**src/rtl/lap_if.sv**
```systemverilog
// Button, live-digit and display bundle between the stopwatch counter, lap_buffer and display driver.
interface lap_if;
  logic       lap_btn;
  logic       recall_btn;
  logic       clear;
  logic [3:0] live_tens;
  logic [3:0] live_ones;
  logic [3:0] live_tenths;
  logic [3:0] disp_tens;
  logic [3:0] disp_ones;
  logic [3:0] disp_tenths;
  logic [1:0] mode;
  logic [4:0] lap_count;
  logic [3:0] recall_idx;
  logic       full;

  modport master (
    output lap_btn, recall_btn, clear, live_tens, live_ones, live_tenths,
    input  disp_tens, disp_ones, disp_tenths, mode, lap_count, recall_idx, full
  );

  modport slave (
    input  lap_btn, recall_btn, clear, live_tens, live_ones, live_tenths,
    output disp_tens, disp_ones, disp_tenths, mode, lap_count, recall_idx, full
  );
endinterface

```
**src/rtl/lap_buffer.sv**
```systemverilog
// Lap capture ring buffer with timed HOLD and oldest-first RECALL of stored laps.
// Optional macro LAP_OVERWRITE_EN: a lap while full overwrites the oldest entry instead of being ignored.
module lap_buffer #(
  parameter int DEPTH       = 8,
  parameter int HOLD_CYCLES = 200000000
) (
  input  logic clk,
  input  logic reset,
  lap_if.slave bus
);
  localparam int          AW        = $clog2(DEPTH);
  localparam logic [27:0] HOLD_INIT = 28'(HOLD_CYCLES - 1);
  localparam logic [4:0]  DEPTH_CNT = 5'(DEPTH);

  typedef enum logic [1:0] {
    LIVE   = 2'b00,
    HOLD   = 2'b01,
    RECALL = 2'b10
  } state_t;

  state_t        state;
  logic [11:0]   mem [DEPTH];
  logic [AW-1:0] wr_ptr;
  logic [AW-1:0] rd_base;
  logic [AW-1:0] rd_addr;
  logic [4:0]    count;
  logic [3:0]    idx;
  logic [27:0]   timer;
  logic [11:0]   hold_word;
  logic [11:0]   disp_word;
  logic [11:0]   live_word;
  logic [11:0]   recall_word;
  logic          lap_btn_p1;
  logic          recall_btn_p1;
  logic          lap_ev;
  logic          recall_ev;
  logic          is_full;
  logic          capture;

  assign live_word = {bus.live_tens, bus.live_ones, bus.live_tenths};
  assign lap_ev    = bus.lap_btn & ~lap_btn_p1;
  assign recall_ev = bus.recall_btn & ~recall_btn_p1;
  assign is_full   = (count == DEPTH_CNT);

`ifdef LAP_OVERWRITE_EN
  assign capture = lap_ev;
`else
  // A lap while full is treated as if it never happened.
  assign capture = lap_ev & ~is_full;
`endif

  // Pointer width is log2(DEPTH), so the sum wraps mod DEPTH on its own.
  assign rd_addr     = rd_base + idx[AW-1:0];
  assign recall_word = mem[rd_addr];

  always_ff @(posedge clk) begin
    if (!reset && !bus.clear && capture) begin
      mem[wr_ptr] <= live_word;
    end
  end

  always_ff @(posedge clk) begin
    if (reset) begin
      lap_btn_p1    <= 1'b0;
      recall_btn_p1 <= 1'b0;
      state         <= LIVE;
      wr_ptr        <= '0;
      rd_base       <= '0;
      count         <= '0;
      idx           <= '0;
      timer         <= '0;
      disp_word     <= '0;
    end else begin
      lap_btn_p1    <= bus.lap_btn;
      recall_btn_p1 <= bus.recall_btn;

      // Display source follows the state held before this edge.
      case (state)
        HOLD:    disp_word <= hold_word;
        RECALL:  disp_word <= recall_word;
        default: disp_word <= live_word;
      endcase

      if (bus.clear) begin
        state   <= LIVE;
        wr_ptr  <= '0;
        rd_base <= '0;
        count   <= '0;
        idx     <= '0;
        timer   <= '0;
      end else if (capture) begin
        wr_ptr <= wr_ptr + AW'(1);
        if (is_full) begin
          rd_base <= rd_base + AW'(1);
        end else begin
          count <= count + 5'd1;
        end
        hold_word <= live_word;
        timer     <= HOLD_INIT;
        state     <= HOLD;
        idx       <= '0;
      end else if (recall_ev) begin
        if (state == RECALL) begin
          if (({1'b0, idx} + 5'd1) < count) begin
            idx <= idx + 4'd1;
          end else begin
            state <= LIVE;
            idx   <= '0;
          end
        end else if (count != 5'd0) begin
          state <= RECALL;
          idx   <= '0;
        end
      end else if (state == HOLD) begin
        if (timer == 28'd0) begin
          state <= LIVE;
        end else begin
          timer <= timer - 28'd1;
        end
      end
    end
  end

  assign bus.disp_tens   = disp_word[11:8];
  assign bus.disp_ones   = disp_word[7:4];
  assign bus.disp_tenths = disp_word[3:0];
  assign bus.mode        = state;
  assign bus.lap_count   = count;
  assign bus.recall_idx  = idx;
  assign bus.full        = is_full;
endmodule

```
**src/flat_wrapper.sv**
```systemverilog
// flat-port wrapper written by rule: the top's interface ports become plain ports
module lap_buffer_flat 
#(
  parameter int DEPTH       = 8,
  parameter int HOLD_CYCLES = 200000000
)
  (clk, reset, bus_lap_btn, bus_recall_btn, bus_clear, bus_live_tens, bus_live_ones, bus_live_tenths, bus_disp_tens, bus_disp_ones, bus_disp_tenths, bus_mode, bus_lap_count, bus_recall_idx, bus_full);
  lap_if bus_i ();
  input  logic clk;
  input  logic reset;
  input wire logic [$bits(bus_i.lap_btn)-1:0] bus_lap_btn;
  input wire logic [$bits(bus_i.recall_btn)-1:0] bus_recall_btn;
  input wire logic [$bits(bus_i.clear)-1:0] bus_clear;
  input wire logic [$bits(bus_i.live_tens)-1:0] bus_live_tens;
  input wire logic [$bits(bus_i.live_ones)-1:0] bus_live_ones;
  input wire logic [$bits(bus_i.live_tenths)-1:0] bus_live_tenths;
  output wire logic [$bits(bus_i.disp_tens)-1:0] bus_disp_tens;
  output wire logic [$bits(bus_i.disp_ones)-1:0] bus_disp_ones;
  output wire logic [$bits(bus_i.disp_tenths)-1:0] bus_disp_tenths;
  output wire logic [$bits(bus_i.mode)-1:0] bus_mode;
  output wire logic [$bits(bus_i.lap_count)-1:0] bus_lap_count;
  output wire logic [$bits(bus_i.recall_idx)-1:0] bus_recall_idx;
  output wire logic [$bits(bus_i.full)-1:0] bus_full;
  assign bus_i.lap_btn = bus_lap_btn;
  assign bus_i.recall_btn = bus_recall_btn;
  assign bus_i.clear = bus_clear;
  assign bus_i.live_tens = bus_live_tens;
  assign bus_i.live_ones = bus_live_ones;
  assign bus_i.live_tenths = bus_live_tenths;
  assign bus_disp_tens = bus_i.disp_tens;
  assign bus_disp_ones = bus_i.disp_ones;
  assign bus_disp_tenths = bus_i.disp_tenths;
  assign bus_mode = bus_i.mode;
  assign bus_lap_count = bus_i.lap_count;
  assign bus_recall_idx = bus_i.recall_idx;
  assign bus_full = bus_i.full;
  lap_buffer #(.DEPTH(DEPTH), .HOLD_CYCLES(HOLD_CYCLES)) u_core (.clk(clk), .reset(reset), .bus(bus_i));
endmodule
```
**config.mk**
```make
export PLATFORM = sky130hd
export DESIGN_NAME = lap_buffer_flat
export DESIGN_NICKNAME = d
export VERILOG_FILES = /design/src/rtl/lap_if.sv /design/src/rtl/lap_buffer.sv /design/src/flat_wrapper.sv
export SDC_FILE = /design/constraint.sdc
export NUM_CORES = 1
export LEC_CHECK = 0
export ABC_CLOCK_PERIOD_IN_PS = 5980
export CAP_MARGIN = 20
export CORE_MARGIN = 2
export CORE_UTILIZATION = 60
export CTS_CLUSTER_DIAMETER = 120
export DETAILED_ROUTE_END_ITERATION = 8
export PLACE_DENSITY = 0.76
export SYNTH_ARGS = -nofsm -noshare
export SYNTH_HDL_FRONTEND = slang
export SYNTH_SLANG_ARGS = --single-unit
```
**constraint.sdc**
```tcl
create_clock -name clk -period 5.98 [get_ports clk]
set_input_delay 1.794 -clock clk [delete_from_list [all_inputs] [get_ports clk]]
set_output_delay 1.794 -clock clk [all_outputs]
set_load 0.02 [all_outputs]
```
# --- After elaboration in Yosys (flattened, before gate mapping) ---
# Memory sizes are Yosys's and may differ from the RTL's.
# Cells that the tools add are included.
totals:
  ram_bits: 96
  out_inout_bits: 24
  memories: 1
  register_bits: 71
  rom_bits: 0
  latchBits: 0
mem_list:
  columns: ["memory", "depth", "width", "read_ports", "rd_ports_with_merged_regs", "write_ports", "line_no", "source"]
  rows:
  - ["u_core.mem", 8, 12, 1, 0, 1, "lap_buffer.sv:22", "logic [11:0] mem [DEPTH];"]
op_classes:
  mux: 17
  shifts: 0
  addsub: 7
  multipliers: 0
  n_lt_le_gt_ge: 1
  n_bitwise: 10
  n_reduce_logical: 22
  div: 0
  n_eq_ne: 9
ops:
  columns: ["cell", "n"]
  rows:
  - ["$mux 28", 4]
  - ["$logic_not 28->1", 1]
  - ["$sub 28x1->28 const B", 1]
  - ["$pmux 12 s2", 1]
  - ["$mux 2", 6]
  - ["$mux 4", 3]
  - ["$reduce_and 3->1", 3]
  - ["$ne 4x4->1 const B", 2]
  - ["$reduce_and 4->1", 2]
  - ["$reduce_bool 2->1", 4]
  - ["$not 1->1", 7]
  - ["$add 3x1->3 const B", 2]
  - ["$ne 3x3->1 const B", 2]
  - ["$reduce_and 2->1", 3]
  - ["$reduce_bool 3->1", 2]
  - ["$add 4x1->5 const B", 1]
  - ["$add 5x1->5 const B", 1]
  - ["$eq 5x4->1 const B", 1]
  - ["$lt 5x5->1", 1]
  - ["$reduce_bool 5->1", 1]
  - ["$add 4x1->4 const B", 1]
  - ["$add 3x3->3", 1]
  - ["$and 1x1->1", 3]
  - ["$mux 1", 3]
  - ["8 further kinds", 10]

# --- Depth between registers and ports, before layout ---
depth:
  ltp_word: 6
  mapped_depth: 8

# --- Worst setup path after synthesis ---
# Ideal clock, no wire load.
synth_path:
  kind: "input port to flip-flop"
  startpoint: "in bus_lap_btn"
  endpoint: "mem u_core.mem[1][0], enable pin"
  stages: 6
  slack_ns: 1.882
  t_arrival_ns: 3.702
  path_buffers: 0
  path_cell_list: "nand2b_1 > nor2_1 > nand2_1 > inv_1 > nand2_1 > nor3_1"
synth_via:
  elab_chain_len: 5
synth_rtl:
  columns: ["item", "line_no", "source"]
  rows:
  - ["from (decl)", "flat_wrapper.sv:11", "input wire logic [$bits(bus_i.lap_btn)-1:0] bus_lap_btn;"]
  - ["$and 1x1->1", "lap_buffer.sv:41", "assign lap_ev = bus.lap_btn & ~lap_btn_p1;"]
  - ["$and 1x1->1", "lap_buffer.sv:49", "assign capture = lap_ev & ~is_full;"]
  - ["$logic_and 1x1->1", "lap_buffer.sv:57", "if (!reset && !bus.clear && capture) begin"]
  - ["$mux 1", "lap_buffer.sv:57", null]
  - ["$mux 1 (implied by the code)", "lap_buffer.sv:58", "mem[wr_ptr] <= live_word;"]
  - ["to (decl)", "lap_buffer.sv:22", null]
# Every way passes these cells.

# --- Worst setup path in the final report ---
layout_path:
  startpoint: "in reset"
  endpoint: "mem u_core.mem[1][11], enable pin"
layout_via:
  elab_chain_len: 5
layout_rtl:
  columns: ["item", "line_no", "source"]
  rows:
  - ["from (decl)", "flat_wrapper.sv:10", "input logic reset;"]
  - ["$logic_not 1->1", "lap_buffer.sv:57", null]
  - ["$logic_and 1x1->1 (2 in a row)", "lap_buffer.sv:57", null]
  - ["$mux 1", "lap_buffer.sv:57", null]
  - ["$mux 1 (implied by the code)", "lap_buffer.sv:58", null]
# Every way passes these cells.

==> results.cfg <==
[critical_path]
cp_data_arrival_time_ps = 4580
startpoint_type = input pin
cp_cell_sequence = clkdlybuf4s50_1 > nor2_1 > nand2_1 > inv_1 > nand2_1 > nor3_2
reg2reg_depth = 9
setup.worst_path.end_class = flip-flop
reg2reg_to = u_core.mem[1][11]
worstReg2RegStart = u_core.bus.lap_count[0]
cpMaxStageDelayCell = nor3_2
crit_path_frequent_cell = nand2_1
worst-endpoint-required_ps = 6010
path_delay_family = simple AND/OR/NAND/NOR gates
setup.worst_path.class = in2reg
timing.critical_path.slowest_cell_delay_ps = 800
crit_path_max_fanout = 16
reg2reg_setup_slack_ps = 2640
critPathBufInv = 2

[global_route]
first_global_vias = 4361
grt_overflow = 0
grt_antenna_before_repair = 0
gr-usage-all-layers = 0.235
grt_first_pass_wirelength_mm = 22.4
grt_start_max_net_pins = 43

[placed_design]
dp.final_hpwl_mm = 9.05
place.gp.congestion = 0.795
postPlaceCellArea_sq_um = 7540
port-buffer-count = 40

[die]
rows = 39
fp.dieH_microns = 112
fp.coreArea_sq_um = 11400
floorplan.initialDensity = 0.612
fp.dieArea_sq_um = 12500
ios = 41
chipWidth_microns = 112

[clock_tree]
post_cts_hold_buffer_count = 0
clock_latency_ps = 420
cts_tree = yes
worst_setup_hold_path_clk_slew_ps = 60
post_cts_setup_buffer_count = 0
resize_count_post_cts = 0
maximum_root_to_sink_buffer_count = 2
htreeDepth = 4
clkSinkCount = 167
cts_root_buffer = clkbuf_16
cts_buf_count = 17

[pwr]
power.density_nw_per_um2 = 298
cellLeakagePower_nw = 2.64
power.ir.vdd_worst_mv = 0.447

[route]
detailedRoute.firstIterationViolations = 268
wl_per_cell_microns = 19.6
via_per_inst = 6.23
drt_pre_antenna_iters = 5
route.vias.total = 4353
drcViolationCount = 0
totalWireLength_mm = 13.7
final_antenna_net_count = 0

[synth]
synthesis.instances = 501
synth_flop_cell = edfxtp_1
synthDominantCellAreaShare = 0.464
largest_cells_by_area_after_synthesis = edfxtp_1, dfxtp_1, mux4_2
asyncSetResetFlopFracSynth = 0
synthDominantAreaCellType = edfxtp_1
synth.lib_cells_used.distinct = 48
postSynthNetCount = 531
yosysWarnings = 0
synth.cell_area_sq_um = 6990
ys_top_cells_by_count = edfxtp_1, dfxtp_1, mux4_2, nor2_1, or4_1
post-synth-top-count-cell = edfxtp_1
synth-edff-count = 108
synthesis_stage_register_bit_count = 167
synth.avg_cell_area_sq_um = 14.0
ys_seq_area_frac = 0.633

[timing]
rsz0062_at_grt = no
timing.final.max_slew_violations = 0
worst_slew_pin_slew_ps = 1030
finalHoldViolations = 0
totalNegativeSetupSlack_ps = 0
skew_ps = 7.21
relSlewSlack = 0.309
setup_violators_final = 0
post-route-period-util = 0.760
post_layout_minimum_cycle_time_ps = 4540
clock.fmax_mhz = 220

[cells_and_area]
area.growth.synth_to_final_pct = 16.0
finish.net_count = 573
layout.cell_area.non_filler_sq_um = 8110
drive_above_1_share = 0.156
diodes = 0

[job]
maxCapViolCount = 0

[worst_hold_path]
worst_hold_path.num_cells = 1
start_point_of_the_worst_hold_path = u_core.rd_base[0]
timing.hold.worst.class = reg2reg
hold_end = u_core.rd_base[0]

[outcome]
status = complete, no violations
==> per-stage QoR <==
step           cells  setup WS (ps)  total power, W   util  hold WS, ps
2_1_floorplan    501           1880         0.00138      -          434
3_3_place_gp     665           1190         0.00144  0.661          452
3_5_place_dp     665           1030         0.00145  0.661          466
4_1_cts          697           1450         0.00243  0.708          486
5_1_grt          699           1160         0.00250  0.710          513
6_report         699           1440         0.00242  0.710          485
==> worst max-delay path by stage <==
stage,startpoint,to,cells after the start,slack [ps]
after floorplan,bus_lap_btn,u_core.mem[1][0],6,1880
after global placement,reset,u_core.mem[1][4],6,1190
after detailed placement,reset,u_core.mem[1][11],6,1030
after CTS,reset,u_core.mem[1][11],6,1450
after global routing,reset,u_core.mem[1][11],6,1160
final,reset,u_core.mem[1][11],6,1440
==> placed cells by master (no fill, tap or decap), types with 3 or more instances in the layout <==
master and instances:
a211oi_1 5, a21oi_1 13, a221oi_1 12, a31oi_1 13, and2_1 3, and3_1 3, buf_4 7, clkbuf_16 17
clkdlybuf4s50_1 40, clkinv_1 3, clkinv_2 4, clkinvlp_4 3, dfxtp_1 59, edfxtp_1 108, ha_1 12, inv_1 11
mux2_2 12, mux2i_1 4, mux4_2 24, nand2_1 21, nand2b_1 10, nand3_1 4, nand4_1 4, nor2_1 24
nor2b_1 14, nor3_1 15, nor3_2 4, nor4_1 10, o21ai_0 3, o31ai_1 15, or2_2 7, or3_1 9
or4_1 22, xnor2_1 11, xor2_1 3
==> layout make-up <==
type | instances | area (sq um)
repair buffers | 49 | 483
clock buffers | 18 | 429
fillers | 776 | 3310
inverters | 11 | 41.3
multi-input cells | 297 | 2440
clock inverters | 14 | 110
flip-flops and latches | 167 | 4420
well taps | 143 | 179
==> where the power goes <==
group          leakage (nW)  switching, W  internal (W)
Sequential             1.46     0.0000118       0.00125
Combinational         0.924      0.000101     0.0000655
Clock                 0.258      0.000426      0.000566
==> cell families after synthesis <==
logic type / synth area share
xor gates and xnor gates: 0.0175
AOI/OAI and AO/OA: 0.0716
buffers and inverters: 0.0213
and+or+nand+nor: 0.130
adders and majority gates: 0.0243
muxes: 0.102
DFF: 0.633
==> state kept, by name (all words and copies together), names as in the netlist <==
name and flops:
u_core.mem 96, u_core.timer 28, u_core.disp_word 12, u_core.hold_word 12, u_core.bus.lap_count 5, u_core.bus.recall_idx 4
u_core.rd_base 3, u_core.wr_ptr 3, u_core.bus.mode 2, u_core.lap_btn_p1 1, u_core.recall_btn_p1 1
==> routing by layer <==
metal  vias to the layer above  global-route usage  wire, microns
met2                       157               0.407           7030
li1                       2045                   -              -
met5                         -                   0              0
met3                        27              0.0577            759
met4                         0              0.0902            361
met1                      2124               0.288           5520
(Power assumes the default switching activity.)
